--- config.mk ---
export PLATFORM = sky130hd
export DESIGN_NAME = mem_arbiter
export DESIGN_NICKNAME = d
export VERILOG_FILES = /design/src/rtl/mem_arbiter.sv
export SDC_FILE = /design/constraint.sdc
export NUM_CORES = 1
export LEC_CHECK = 0
export ABC_AREA = 1
export BUFFER_PORTS_ARGS = -buffer_cell sky130_fd_sc_hd__buf_2
export CAP_MARGIN = 5
export CORE_AREA = 2 2 105 107
export DETAILED_ROUTE_END_ITERATION = 10
export DIE_AREA = 0 0 107 109
export PLACE_DENSITY = 0.7
export REMOVE_ABC_BUFFERS = 1
export SYNTH_ARGS = -nofsm -noshare
export SYNTH_HDL_FRONTEND = slang
export SYNTH_SLANG_ARGS = --single-unit
--- constraint.sdc ---
create_clock -name CLK -period 1.9 [get_ports CLK]
set_clock_uncertainty 0.15 [all_clocks]
set_input_delay 0.38 -clock CLK [delete_from_list [all_inputs] [get_ports CLK]]
set_output_delay 0.38 -clock CLK [all_outputs]
set_load 0.02 [all_outputs]
--- src/rtl/mem_arbiter.sv ---
// Two-requester RAM arbiter. Instruction and data masters share one RAM port.
// Data wins by default. Instruction fetch is forced through after STARVE_LIMIT
// consecutive data grants. Every access is bounded by TIMEOUT wait cycles.
module mem_arbiter #(
  parameter int STARVE_LIMIT = 4,
  parameter int TIMEOUT      = 15
) (
  input  logic        CLK,
  input  logic        RST,
  input  logic        iREN,
  input  logic [31:0] iaddr,
  output logic        ihit,
  output logic [31:0] iload,
  input  logic        dREN,
  input  logic        dWEN,
  input  logic [31:0] daddr,
  input  logic [31:0] dstore,
  output logic        dhit,
  output logic [31:0] dload,
  output logic        ramREN,
  output logic        ramWEN,
  output logic [31:0] ramaddr,
  output logic [31:0] ramstore,
  input  logic [31:0] ramload,
  input  logic [1:0]  ramstate,
  output logic        err
);

  localparam int SW = $clog2(STARVE_LIMIT + 1);
  localparam int WW = $clog2(TIMEOUT + 1);

  localparam logic [1:0] RAM_ACCESS = 2'd2;
  localparam logic [1:0] RAM_ERROR  = 2'd3;

  typedef enum logic [1:0] {IDLE, I_ACC, D_ACC} state_t;

  state_t        state, state_nxt;
  logic [SW-1:0] starve_cnt, starve_nxt;
  logic [WW-1:0] wait_cnt, wait_nxt;

  logic d_req;
  logic starved;
  logic owner_req;
  logic ram_done;
  logic ram_fail;

  assign d_req     = dREN | dWEN;
  assign starved   = (starve_cnt == SW'(STARVE_LIMIT));
  assign owner_req = (state == I_ACC) ? iREN : d_req;
  assign ram_done  = (ramstate == RAM_ACCESS);
  // Either the RAM reports an error or this is the last allowed wait cycle.
  assign ram_fail  = (ramstate == RAM_ERROR) || (wait_cnt == WW'(TIMEOUT - 1));

  // State, fairness counter and wait counter registers.
  always_ff @(posedge CLK) begin
    if (RST) begin
      state      <= IDLE;
      starve_cnt <= '0;
      wait_cnt   <= '0;
    end else begin
      state      <= state_nxt;
      starve_cnt <= starve_nxt;
      wait_cnt   <= wait_nxt;
    end
  end

  // Next-state, RAM port drive and completion outputs.
  always_comb begin
    state_nxt  = state;
    starve_nxt = starve_cnt;
    wait_nxt   = wait_cnt;
    ihit       = 1'b0;
    iload      = '0;
    dhit       = 1'b0;
    dload      = '0;
    ramREN     = 1'b0;
    ramWEN     = 1'b0;
    ramaddr    = '0;
    ramstore   = '0;
    err        = 1'b0;

    case (state)
      IDLE: begin
        wait_nxt = '0;
        if (d_req && !(iREN && starved)) state_nxt = D_ACC;
        else if (iREN)                   state_nxt = I_ACC;
      end

      I_ACC, D_ACC: begin
        if (!owner_req) begin
          // Requester withdrew: abandon silently, port goes idle right away.
          state_nxt = IDLE;
        end else begin
          if (state == I_ACC) begin
            ramREN  = 1'b1;
            ramaddr = iaddr;
          end else begin
            ramWEN   = dWEN;
            ramREN   = dREN & ~dWEN;
            ramaddr  = daddr;
            ramstore = dstore;
          end

          if (ram_done) begin
            state_nxt = IDLE;
            if (state == I_ACC) begin
              ihit       = 1'b1;
              iload      = ramload;
              starve_nxt = '0;
            end else begin
              dhit  = 1'b1;
              dload = ramload;
              if (!iREN)        starve_nxt = '0;
              else if (!starved) starve_nxt = starve_cnt + 1'b1;
            end
          end else if (ram_fail) begin
            err       = 1'b1;
            state_nxt = IDLE;
          end else begin
            wait_nxt = wait_cnt + 1'b1;
          end
        end
      end

      default: state_nxt = IDLE;
    endcase
  end

endmodule

==> key figures <==
Status
  • Status: complete, but fails checks
  • Violated checks: setup timing

Place
  • GP Congestion: 0.803
  • Placed insts: 805
  • Hpwl dp: 7930 um
  • IO Port Bufs: 267

Clocking
  • CTS clock-pin slew for the worst setup and hold paths: 0.05 ns
  • Sink Count: 9
  • Root buf cell: clkbuf_8
  • H-Tree Depth: 1
  • Clock latency on the worst-skew pair: 0.23 ns
  • Number of CTS-inserted buffers: 3
  • Buffer levels on the longest clock path: 2
  • CTS hold repair buffers: 0
  • CTS tree: built

Critical path
  • Crit path max-delay cell type: dfxtp_4
  • Crit-path cells: inv_4, ha_4, inv_2, nor2_4, inv_6, buf_12, nor3_1, buf_2
  • Setup CP Type: reg -> out
  • Top fanout value on the critical path: 13
  • Critical path required time: 1.37 ns
  • CP startpoint kind: flip-flop
  • Setup crit end kind: primary output
  • Critical Path AT: 1.73 ns
  • Critical Path Max Stage Delay: 0.38 ns

Pwr
  • Sw frac: 0.506
  • Clk network pwr share: 0.052
  • Seq pwr share: 0.054
  • Int Power: 2.09 mW
  • Power Dens Cells: 726 mW/mm2
  • Combinational power share: 0.894
  • Worst vdd ir: 0.412 mV
  • Sw Pwr: 2.13 mW
  • P_leak: 2.85 nW
  • Overall power: 4.22 mW

Synth
  • Synth warn: 0
  • Synth area leaders: nand2_1 20%, nor3_1 13%, a21oi_2 12%
  • Synth cell types: 26
  • Synth Flop Type: dfxtp_1
  • Dominant cell by count in the synthesized netlist: nand2_1
  • Share of the synthesized area in the top cell type: 0.202
  • Synth cell count leaders: 117 x nand2_1, 56 x nor3_1, 52 x inv_1
  • Post-synth ARST share: 0
  • Synth Instances: 395
  • Mapped cell area: 0.00217 mm2
  • Syn avg cell area: 5.51 um2
  • Largest area contributor in the netlist: nand2_1
  • Number of synthesized flops with an enable pin: 0
  • Flops & latches, synth: 9
  • Register area share after synthesis: 0.0829

Layout
  • Fin nets: 839
  • P&R area growth vs syn: 167%
  • Fin util: 0.548
  • Share of cells above drive strength 1: 0.716
  • ANT cells: 0
  • Non-Filler Instances: 836

Routing
  • Pre-antenna DRT Iters: 4
  • Initial detailed-routing violation count: 136
  • Post-route DRC: 0
  • Avg WL per Cell: 15.4 um
  • Mean number of vias per cell: 4.61
  • Final wirelength: 12900 um
  • Vias: 3854
  • ANT nets after route: 0

Global routing
  • Total global-route track usage: 0.185
  • Initial antenna violation count: 0
  • Pin count of the biggest net entering global routing: 30
  • First-pass GRT wire length: 17300 um
  • Number of global-route vias before repair: 3491
  • Total gr overflow: 0

Floorplan
  • Die area: 0.0117 mm2
  • Die span in x: 107 um
  • Initial Utilization: 0.205
  • DIE HEIGHT: 109 um
  • Io pins: 268
  • Rows: 38
  • Core ar.: 0.0106 mm2

Timing
  • Post-route setup slack: -0.359 ns
  • Final Max Tran Viols: 0
  • Max Fclk: 443 MHz
  • Crit path time final: 2.26 ns
  • Final count of hold timing violations: 0
  • Setup TNS: -35.08 ns
  • Worst Tran Pin Value: 0.322 ns
  • Rel. slew slack: 0.786
  • Period utilization: 1.19
  • Setup Viol. Count Final: 133
  • RSZ-0062 raised after global routing: yes

Min path
  • Hold crit path type: in -> reg

Flow run
  • Max-cap violations: 0
logic make-up (layout without fill, tap and decap cells):
logic type | count (synthesis) | in the layout | share of synthesized area
AOI/OAI and AO/OA | 46 | 46 | 0.156
xor gates and xnor gates | 1 | 1 | 0.00403
adders and majority gates | 7 | 7 | 0.0403
buffers and inverters | 83 | 382 | 0.187
DFF | 9 | 9 | 0.0829
and+or+nand+nor | 249 | 251 | 0.529
critical path: cells and delay by family (launching register included):
| family | cells | cell delay, ns |
|---|---|---|
| buffers and inverters | 5 | 0.53 |
| adder cells (fa/ha/maj) | 1 | 0.27 |
| AND/OR/NAND/NOR | 2 | 0.30 |
| flip-flops | 1 | 0.38 |
area by class of cell:
type,count,area (um2)
timing repair buffer,323,2710
inverter,55,221
sequential,9,185
tap,140,175
fill,953,4790
clock buffer,4,45.0
multi-input combinational,305,2470
power by group through the flow:
stage / combinational [mW] / clock [mW] / sequential, mW
2_1_floorplan: 1.19 / 0 / 0.218
3_3_place_gp: 2.11 / 0 / 0.219
3_5_place_dp: 2.12 / 0 / 0.221
4_1_cts: 3.31 / 0.225 / 0.225
5_1_grt: 3.96 / 0.240 / 0.229
6_report: 3.77 / 0.221 / 0.226
metal layers:
metal | up-vias | wire length, um | global-route usage
li1 | 1864 | - | -
met4 | 0 | 183 | 0.0343
met3 | 14 | 940 | 0.0359
met1 | 1782 | 4970 | 0.216
met2 | 194 | 6760 | 0.353
met5 | - | 0 | 0
final timing paths:
| path | start | to | slack (ns) | depth (start not counted) |
|---|---|---|---|---|
| max | state[0] | iload[13] | -0.36 | 8 |
| min | RST | wait_cnt[1] | 0.21 | 2 |
| max reg2reg | state[1] | wait_cnt[3] | 0.06 | 12 |
| min reg2reg | starve_cnt[2] | starve_cnt[2] | 0.33 | 2 |
per-stage QoR:
| step | cell area [um2] | hold slack (ns) | setup slack [ns] |
|---|---|---|---|
| after floorplan | 1970 | 0.299 | -1.47 |
| after global placement | 3810 | 0.312 | -0.174 |
| after detailed placement | 3810 | 0.324 | -0.160 |
| after CTS | 5040 | 0.207 | -0.320 |
| after global routing | 5810 | 0.210 | -0.417 |
| final | 5810 | 0.209 | -0.359 |
cell usage in the layout, fill, tap and decap left out, drive strengths merged:
cell type and instances:
buf 320, o21ai 4, nand3 16, ha 7, a31oi 1, nor2 45
clkbuf 7, nor3 65, dfxtp 9, nand2 122, xor2 1, nand4 3
a21oi 41, inv 55
timing repair:
item                       CTS  global route
gates cloned                10             5
setup endpoints to repair  133           135
setup buffers                7             7
pin swaps                    9            11
gates resized for setup    263           151
registers in the layout, summed over array words and instances, names as in the netlist:
name	cells
starve_cnt	3
state	2
wait_cnt	4
No activity file was read; power rests on OpenSTA's default activity.
